## src/rtl/spi_master_multi.sv

```systemverilog
// Parametrised SPI master with runtime CPOL/CPHA/bit order and CS_NUM active-low chip selects.
// The SCLK half-period is CLK_DIV clocks. CS setup and CS hold each last one half-period.
module spi_master_multi #(
  parameter int DATA_W  = 8,
  parameter int CS_NUM  = 4,
  parameter int CLK_DIV = 4,
  parameter int CS_W    = (CS_NUM > 1) ? $clog2(CS_NUM) : 1
) (
  input  logic              i_clk,
  input  logic              i_rst,
  input  logic              i_start,
  input  logic              i_cpol,
  input  logic              i_cpha,
  input  logic              i_lsb_first,
  input  logic [CS_W-1:0]   i_cs_sel,
  input  logic [DATA_W-1:0] i_tx_data,
  input  logic              i_miso,
  output logic              o_sclk,
  output logic              o_mosi,
  output logic [CS_NUM-1:0] o_cs_n,
  output logic              o_busy,
  output logic              o_done,
  output logic [DATA_W-1:0] o_rx_data,
  output logic              o_err
);
  localparam int CNT_W = (CLK_DIV > 1) ? $clog2(CLK_DIV) : 1;
  localparam int TOG_W = $clog2(2 * DATA_W + 1);
  localparam int BI_W  = $clog2(DATA_W);
  localparam logic [CNT_W-1:0] CNT_LAST = CNT_W'(CLK_DIV - 1);
  localparam logic [TOG_W-1:0] TOG_LAST = TOG_W'(2 * DATA_W - 1);
  localparam logic [BI_W-1:0]  BIT_LAST = BI_W'(DATA_W - 1);
  localparam logic [CS_W:0]    CS_LIM   = (CS_W + 1)'(CS_NUM);

  typedef enum logic [1:0] {IDLE, SETUP, XFER, HOLD} state_t;

  state_t              state_q, state_d;
  logic [CNT_W-1:0]    cnt_q, cnt_d;
  logic [TOG_W-1:0]    tog_q, tog_d;
  logic                cpol_q, cpol_d, cpha_q, cpha_d, lsb_q, lsb_d;
  logic [DATA_W-1:0]   tx_q, tx_d, rx_sh_q, rx_sh_d, rx_q, rx_d;
  logic                sclk_q, sclk_d, mosi_q, mosi_d;
  logic [CS_NUM-1:0]   cs_n_q, cs_n_d;
  logic                busy_q, busy_d, done_q, done_d, err_q, err_d;

  logic [CS_NUM-1:0]   cs_dec;
  logic                sel_ok, tick;
  logic [BI_W-1:0]     bit_n, nxt_n, bit_pos, nxt_pos;

  for (genvar gi = 0; gi < CS_NUM; gi++) begin : g_cs_dec
    assign cs_dec[gi] = (i_cs_sel == CS_W'(gi));
  end

  assign sel_ok  = ({1'b0, i_cs_sel} < CS_LIM);
  assign tick    = (cnt_q == CNT_LAST);
  // Toggles 2k-1 and 2k both belong to bit k-1, so the bit number is tog_q/2.
  assign bit_n   = BI_W'(tog_q >> 1);
  assign nxt_n   = bit_n + 1'b1;
  assign bit_pos = lsb_q ? bit_n : BIT_LAST - bit_n;
  assign nxt_pos = lsb_q ? nxt_n : BIT_LAST - nxt_n;

  always_ff @(posedge i_clk or posedge i_rst) begin
    if (i_rst) begin
      state_q <= IDLE;
      cnt_q   <= '0;
      tog_q   <= '0;
      cpol_q  <= 1'b0;
      cpha_q  <= 1'b0;
      lsb_q   <= 1'b0;
      tx_q    <= '0;
      rx_sh_q <= '0;
      rx_q    <= '0;
      sclk_q  <= 1'b0;
      mosi_q  <= 1'b0;
      cs_n_q  <= '1;
      busy_q  <= 1'b0;
      done_q  <= 1'b0;
      err_q   <= 1'b0;
    end else begin
      state_q <= state_d;
      cnt_q   <= cnt_d;
      tog_q   <= tog_d;
      cpol_q  <= cpol_d;
      cpha_q  <= cpha_d;
      lsb_q   <= lsb_d;
      tx_q    <= tx_d;
      rx_sh_q <= rx_sh_d;
      rx_q    <= rx_d;
      sclk_q  <= sclk_d;
      mosi_q  <= mosi_d;
      cs_n_q  <= cs_n_d;
      busy_q  <= busy_d;
      done_q  <= done_d;
      err_q   <= err_d;
    end
  end

  always_comb begin
    state_d = state_q;
    cnt_d   = cnt_q;
    tog_d   = tog_q;
    cpol_d  = cpol_q;
    cpha_d  = cpha_q;
    lsb_d   = lsb_q;
    tx_d    = tx_q;
    rx_sh_d = rx_sh_q;
    rx_d    = rx_q;
    sclk_d  = sclk_q;
    mosi_d  = mosi_q;
    cs_n_d  = cs_n_q;
    busy_d  = busy_q;
    done_d  = 1'b0;
    err_d   = 1'b0;
    case (state_q)
      IDLE: begin
        if (i_start) begin
          if (sel_ok) begin
            cpol_d  = i_cpol;
            cpha_d  = i_cpha;
            lsb_d   = i_lsb_first;
            tx_d    = i_tx_data;
            rx_sh_d = '0;
            cnt_d   = '0;
            tog_d   = '0;
            sclk_d  = i_cpol;
            cs_n_d  = ~cs_dec;
            busy_d  = 1'b1;
            if (!i_cpha) mosi_d = i_lsb_first ? i_tx_data[0] : i_tx_data[DATA_W-1];
            state_d = SETUP;
          end else begin
            err_d = 1'b1;
          end
        end
      end
      SETUP, XFER: begin
        if (tick) begin
          cnt_d  = '0;
          sclk_d = ~sclk_q;
          tog_d  = tog_q + 1'b1;
          if (!tog_q[0]) begin
            if (cpha_q) mosi_d = tx_q[bit_pos];
            else        rx_sh_d[bit_pos] = i_miso;
          end else begin
            if (cpha_q)                  rx_sh_d[bit_pos] = i_miso;
            else if (tog_q != TOG_LAST)  mosi_d = tx_q[nxt_pos];
          end
          state_d = (tog_q == TOG_LAST) ? HOLD : XFER;
        end else begin
          cnt_d = cnt_q + 1'b1;
        end
      end
      HOLD: begin
        if (tick) begin
          cnt_d   = '0;
          sclk_d  = cpol_q;
          cs_n_d  = '1;
          rx_d    = rx_sh_q;
          done_d  = 1'b1;
          busy_d  = 1'b0;
          state_d = IDLE;
        end else begin
          cnt_d = cnt_q + 1'b1;
        end
      end
      default: state_d = IDLE;
    endcase
  end

  assign o_sclk    = sclk_q;
  assign o_mosi    = mosi_q;
  assign o_cs_n    = cs_n_q;
  assign o_busy    = busy_q;
  assign o_done    = done_q;
  assign o_rx_data = rx_q;
  assign o_err     = err_q;

endmodule

```

## config.mk

```make
export PLATFORM = sky130hd
export DESIGN_NAME = spi_master_multi
export DESIGN_NICKNAME = d
export VERILOG_FILES = /design/src/rtl/spi_master_multi.sv
export SDC_FILE = /design/constraint.sdc
export NUM_CORES = 1
export LEC_CHECK = 0
export ABC_CLOCK_PERIOD_IN_PS = 2700
export CORE_MARGIN = 2
export CORE_UTILIZATION = 54
export CTS_CLUSTER_DIAMETER = 30
export DETAILED_ROUTE_END_ITERATION = 6
export PLACE_DENSITY = 0.79
export SETUP_SLACK_MARGIN = 0.05
export SYNTH_ARGS = -nofsm -noshare
export SYNTH_HDL_FRONTEND = slang
export SYNTH_SLANG_ARGS = --single-unit
```

## constraint.sdc

```tcl
create_clock -name i_clk -period 2.7 [get_ports i_clk]
set_input_delay 0.54 -clock i_clk [delete_from_list [all_inputs] [get_ports i_clk]]
set_output_delay 0.54 -clock i_clk [all_outputs]
set_load 0.005 [all_outputs]
```

==> results of run 1 <==
[layer usage]
metal,vias to the layer above,GRT usage,wire length (um)
li1,899,-,-
met1,887,0.263,2120
met2,44,0.333,2240
met3,10,0.0342,184
met4,0,0.0881,95
met5,-,0,0
[worst max-delay path: stages (launching register included)]
cell and delay [ns]:
dfrtp_1 0.35, inv_1 0.06, ha_1 0.44, or2b_1 0.30, a21o_2 0.25, a211oi_1 0.30, o221ai_1 0.17, o32a_1 0.34
[per-stage QoR]
step                instance area [um2]  total power (W)  hold WS [ns]  utilization  std cells
global route                       2890          0.00124         0.497        0.664        318
CTS                                2890          0.00121         0.486        0.664        318
finish                             2890          0.00120         0.475        0.664        318
floorplan                          2430         0.000696         0.449            -        233
detailed placement                 2790         0.000731         0.470        0.640        311
global placement                   2790         0.000730         0.460        0.640        311
[synth_stat cells, drive strengths merged (4+ instances only)]
cell / number
nand2: 28
dfrtp: 40
a211oi: 4
mux2i: 6
o22ai: 10
a21oi: 11
a22oi: 4
o21ai: 14
clkbuf: 4
inv: 18
nor2: 8
dfstp: 4
o31ai: 4
mux4: 4
xor2: 4
buf: 8
ha: 6
mux2: 14
[cell type report]
class / count / area share
tap: 52 / 0.0225
clock buffer: 6 / 0.0251
multi-input combinational: 159 / 0.405
sequential: 44 / 0.383
timing repair buffer: 38 / 0.131
inverter: 18 / 0.0234
clock inverter: 1 / 0.0104
[power by group]
part           leakage (nW)  internal, W  switching, W
Combinational         0.683    0.0000272     0.0000245
Clock                0.0513     0.000271      0.000210
Sequential            0.554     0.000664    0.00000152
Total                  1.29     0.000962      0.000236
[state kept, by name, summed over array words and instances, names as in the netlist]
name and cells:
lsb_q 1, o_mosi 1, cpha_q 1, cpol_q 1, state_q 2, o_sclk 1, tog_q 5, rx_sh_q 8
o_busy 1, tx_q 8, o_rx_data 8, o_cs_n 4, cnt_q 2, o_done 1
[worst paths after layout]
path | startpoint | to | slack (ns)
worst max-delay path | state_q[0]$_DFFE_PP0P_ | o_mosi$_DFFE_PP0P_ | 0.38
worst min-delay path | o_rx_data[2]$_DFFE_PP0P_ | o_rx_data[2]$_DFFE_PP0P_ | 0.48
worst max register to register | state_q[0]$_DFFE_PP0P_ | o_mosi$_DFFE_PP0P_ | 0.38
worst min register to register | o_rx_data[2]$_DFFE_PP0P_ | o_rx_data[2]$_DFFE_PP0P_ | 0.48
max in group asynchronous | i_rst | o_cs_n[3]$_DFFE_PP1P_ | 1.85
min in group asynchronous | i_rst | o_rx_data[1]$_DFFE_PP0P_ | 0.58
[cell families (layout without fill, tap and decap cells)]
kind of cell,Yosys count,count (layout),share of synthesized area
multiplexers,24,24,0.130
adder cells (fa/ha/maj),6,6,0.0309
flip-flops,44,44,0.455
XOR/XNOR,6,6,0.0216
other,1,1,0.00154
AND/OR/NAND/NOR,62,62,0.132
AO/OA/AOI/OAI,60,60,0.165
buffers and inverters,30,63,0.0628
==> impl_metrics.tcl, run 1 <==
set metrics [dict create \
    grtUsageTotal 0.202 \
    wirelength_um 4630 \
    layout.nets 289 \
    antenna_found_initial 0 \
    io_buffer_count 32 \
    syn_area_um2 2430 \
    seq_area_frac_synth 0.455 \
    start_util 0.558 \
    htree_levels 2 \
    p_leak_nw 1.29 \
    place_congestion 0.836 \
    layout_commonest_cell "dfrtp_1" \
    cts_setup_buffers 0 \
    async_flop_share 1.00 \
    post-route-min-period_ns 2.32 \
    drt-initial-drc-count 101 \
    synth-edff-count 0 \
    avgSynthCellArea_um2 10.4 \
    ant_nets 0 \
    drc 0 \
    synth.top_cells.by_area "dfrtp_1 (41%), mux2_2 (6.5%), dfstp_2 (4.3%)" \
    drt-pass1-iter-count 4 \
    path_clk_slew_ns 0.08 \
    grt_overflow 0 \
    ys_ff_latch 44 \
    final_cell_mix "dfrtp_1 (40), clkdlybuf4s50_1 (32), nand2_1 (28)" \
    critPathCaptureType "flip-flop" \
    die_w_um 71.1 \
    maxSlewViolCount 0 \
    area_delta_synth_final_pct 19.0 \
    seqCellArea_um2 1110 \
    synth_top_area_share 0.412 \
    vias_per_cell 5.79 \
    synthFlopType "dfrtp_1" \
    grt_pass1_wl_um 8030 \
    dieArea_um2 5050 \
    rows 24 \
    cts.sinks 44 \
    layout-drive-gt1-share 0.143 \
    status "finished clean" \
    cp_max_fo 12 \
    r2r_cells 7 \
    yosysWarnings 0 \
    cts_tree "built" \
    cts_root_buf "clkbuf_8" \
    ctsResizeCount 0 \
    postCtsHoldBufs 0 \
    fp.dieH_um 71.1 \
    startpoint_type "flip-flop" \
    hold_class "reg -> reg" \
    cap_viol_max_count 0 \
    ioPinCount 34 \
    max_freq_mhz 430 \
    dp_hpwl_um 3310 \
    setup_ws_ns 0.376 \
    fin_crit_sh 0.861 \
    hold_path_depth 2 \
    finClkSkew_ns 0.0128 \
    grt_max_degree 45 \
    insertedDiodeCount 0 \
    wl_per_cell_um 14.6 \
    core_area_um2 4350 \
    arrival_ns 2.51 \
    synth_cell_types 51 \
    clockBufferDepth 2 \
    worst_pin_slew_ns 0.644 \
    grt_pass1_vias 1743 \
    irDropWorstVdd_mv 0.237 \
    clk_latency_ns 0.30 \
    setup.worst_path.class "reg -> reg" \
    tns_ns 0 \
    vias 1840 \
    p_per_area_nw_per_um2 415 \
    pre_cts_ws_ns 0.327 \
    maxSlewHeadroom 0.569 \
    syn_inst 233 \
    rsz0062_at_grt "false" \
    numCtsBuffers 5 \
    postSynthNetCount 256 \
    required_ns 2.89 \
    setup_viol 0 \
    synth_top_area_cell "dfrtp_1" \
    nFillCells 350 \
    hold_violations 0 \
    multiInputGateArea_um2 1170 \
]
(Power assumes the default switching activity.)
==> run 2, diff against run 1 <==
ABC_AREA = 1   (was default)
==> run 2 against run 1 <==
  * Sequential share of layout area grew 1.6 points
  * Worst setup slack gained 0.47 ns
  * Clock skew shrank 0.010 ns
  * Synthesized area shrank 4.3%
  * Final cell count grew 17%
  * Non-clock buffer count shrank 2
  * Register-to-register slack gained 0.52 ns
  * Global-route usage grew 0.71 points
  * Worst hold slack gained 0.0052 ns
  * Critical endpoint is now o_cs_n[2]
  * Clock power shrank 14%
  * Flip-flop and latch count is the same
==> impl_metrics.tcl, run 2 <==
set metrics [dict create \
    required_ns 2.16 \
    antenna_found_initial 0 \
    synth_top_area_share 0.431 \
    synth.most_common_cell "nand2_1" \
    maxSlewHeadroom 0.642 \
    cp_max_fo 2 \
    irDropWorstVdd_mv 0.651 \
    pre_cts_ws_ns 0.669 \
    fin_crit_sh 0.687 \
    setup.worst_path.class "reg -> out" \
    cts.sinks 44 \
    maxSlewViolCount 0 \
    postCtsHoldBufs 0 \
    layout.nets 345 \
    drt-initial-drc-count 82 \
    path_clk_slew_ns 0.08 \
    syn_area_um2 2320 \
    max_stage_delay_ns 0.53 \
    synth.top_cells.by_area "dfrtp_1 (43%), nand2_1 (14%), nand3_1 (4.7%)" \
    synth_top_area_cell "dfrtp_1" \
    pwr-share-clk 0.121 \
    ant_nets 0 \
    start_util 0.573 \
    io_buffer_count 32 \
    worst_pin_slew_ns 0.536 \
    postSynthNetCount 310 \
    rsz0062_at_grt "false" \
    synth_cell_types 33 \
    ys_ff_latch 44 \
    vias_per_cell 5.21 \
    clockBufferDepth 2 \
    dp_hpwl_um 3360 \
    setup_ws_ns 0.845 \
    grtUsageTotal 0.209 \
    cap_viol_max_count 0 \
    ioPinCount 34 \
    synthFlopType "dfrtp_1" \
    path_cells "clkdlybuf4s50_1" \
    grt_max_degree 45 \
    final_cell_mix "nand2_1 (85), dfrtp_1 (40), clkdlybuf4s50_1 (32)" \
    tns_ns 0 \
    p_leak_nw 1.35 \
    p_total_w 0.00340 \
    finClkSkew_ns 0.00261 \
    worstPathBufferInverterCount 1 \
    wirelength_um 4420 \
    layout_commonest_cell "nand2_1" \
    setup_viol 0 \
    cts_tree "built" \
    p_comb_frac 0.543 \
    yosysWarnings 0 \
    core_area_um2 4060 \
    dieArea_um2 4840 \
    insertedDiodeCount 0 \
    cp_slowest_cell "dfstp_2" \
    htree_levels 2 \
    hold_violations 0 \
    cts_root_buf "clkbuf_8" \
    ctsResizeCount 0 \
    place_congestion 0.836 \
    switching_share 0.432 \
    area_delta_synth_final_pct 19.4 \
    drc 0 \
    syn_inst 287 \
    wl_per_cell_um 11.9 \
    layout-drive-gt1-share 0.0929 \
    synthTopCellsByCount "nand2_1 (85), dfrtp_1 (40), inv_1 (29)" \
    max_freq_mhz 539 \
    grt_pass1_vias 1861 \
    cts_setup_buffers 0 \
    async_flop_share 1.00 \
    hold_class "reg -> reg" \
    avgSynthCellArea_um2 8.10 \
    internal-power_w 0.00193 \
    grt_pass1_wl_um 8210 \
    seq_area_frac_synth 0.476 \
    grt_overflow 0 \
    arrival_ns 1.31 \
    drt-pass1-iter-count 5 \
    clk_latency_ns 0.29 \
    status "finished clean" \
    rrSetupSlack_ns 0.90 \
    startpoint_type "flip-flop" \
    synth-edff-count 0 \
    post-route-min-period_ns 1.85 \
    p_per_area_nw_per_um2 1230 \
    cpLargestDelayFamily "flip-flops" \
    p_switching_w 0.00147 \
    die_w_um 69.6 \
    vias 1942 \
    numCtsBuffers 5 \
    rows 23 \
    seq_power_share 0.337 \
    fp.dieH_um 69.6 \
    critPathCaptureType "primary output" \
]
-- run 2: cell types whose count changed in the layout (fill, tap and decap cells not counted), moves of 4 or more --
cell,change
nand2_1,+57
mux2_2,-12
a31oi_1,+5
o22ai_1,-8
nand3_1,+19
a22oi_1,-4
o21ai_1,+4
inv_1,+12
mux2i_1,-6
o21ai_0,+4
nor2_1,+13
-- run 2: cell families (layout without fill, tap and decap cells) --
group	count (synthesis)	count (layout)	synth area share
compound gates	54	54	0.135
xor+xnor	6	6	0.0291
fa+ha+maj	6	6	0.0323
buf+inv	40	76	0.0754
flops	44	44	0.476
mux	2	2	0.00969
other cells	1	1	0.00161
simple gates	134	134	0.241
-- run 2: stage by stage --
stage,utilization,cell area (um2),cells,hold slack (ns)
after global routing,0.684,2770,373,0.511
after detailed placement,0.661,2680,365,0.463
after global placement,0.661,2680,365,0.461
after CTS,0.684,2770,373,0.483
after floorplan,-,2320,287,0.442
final,0.684,2770,373,0.480
-- run 2: area by class of cell --
cell class,count,area (um2)
clock buffers,6,82.6
multi-input cells,203,1040
well taps,50,62.6
clock inverters,2,10.0
inverters,32,120
flip-flops and latches,44,1110
repair buffers,36,350
fillers,342,1280
-- run 2: worst paths after layout --
kind,from,to,cells after the start
worst max-delay path,o_cs_n[2]$_DFFE_PP1P_,o_cs_n[2],1
worst min-delay path,rx_sh_q[5]$_DFFE_PP0P_,o_rx_data[5]$_DFFE_PP0P_,2
worst max register to register,state_q[1]$_DFFE_PP0P_,rx_sh_q[6]$_DFFE_PP0P_,10
worst min register to register,rx_sh_q[5]$_DFFE_PP0P_,o_rx_data[5]$_DFFE_PP0P_,2
max in group asynchronous,i_rst,o_cs_n[2]$_DFFE_PP1P_,3
min in group asynchronous,i_rst,o_rx_data[6]$_DFFE_PP0P_,3
-- run 2: power groups by stage --
| stage | Clock, W | Sequential [W] | Combinational, W |
|---|---|---|---|
| 2_1_floorplan | 0 | 0.00111 | 0.00137 |
| 3_3_place_gp | 0 | 0.00115 | 0.00180 |
| 3_5_place_dp | 0 | 0.00116 | 0.00185 |
| 4_1_cts | 0.000423 | 0.00115 | 0.00186 |
| 5_1_grt | 0.000455 | 0.00119 | 0.00212 |
| 6_report | 0.000412 | 0.00115 | 0.00185 |
-- run 2: layer usage --
metal / GRT usage / vias up / part of all wire
met5: 0 / - / 0
met4: 0.0719 / 0 / 0.0081
met3: 0.0509 / 4 / 0.043
met2: 0.337 / 46 / 0.48
met1: 0.277 / 888 / 0.47
li1: - / 1004 / -
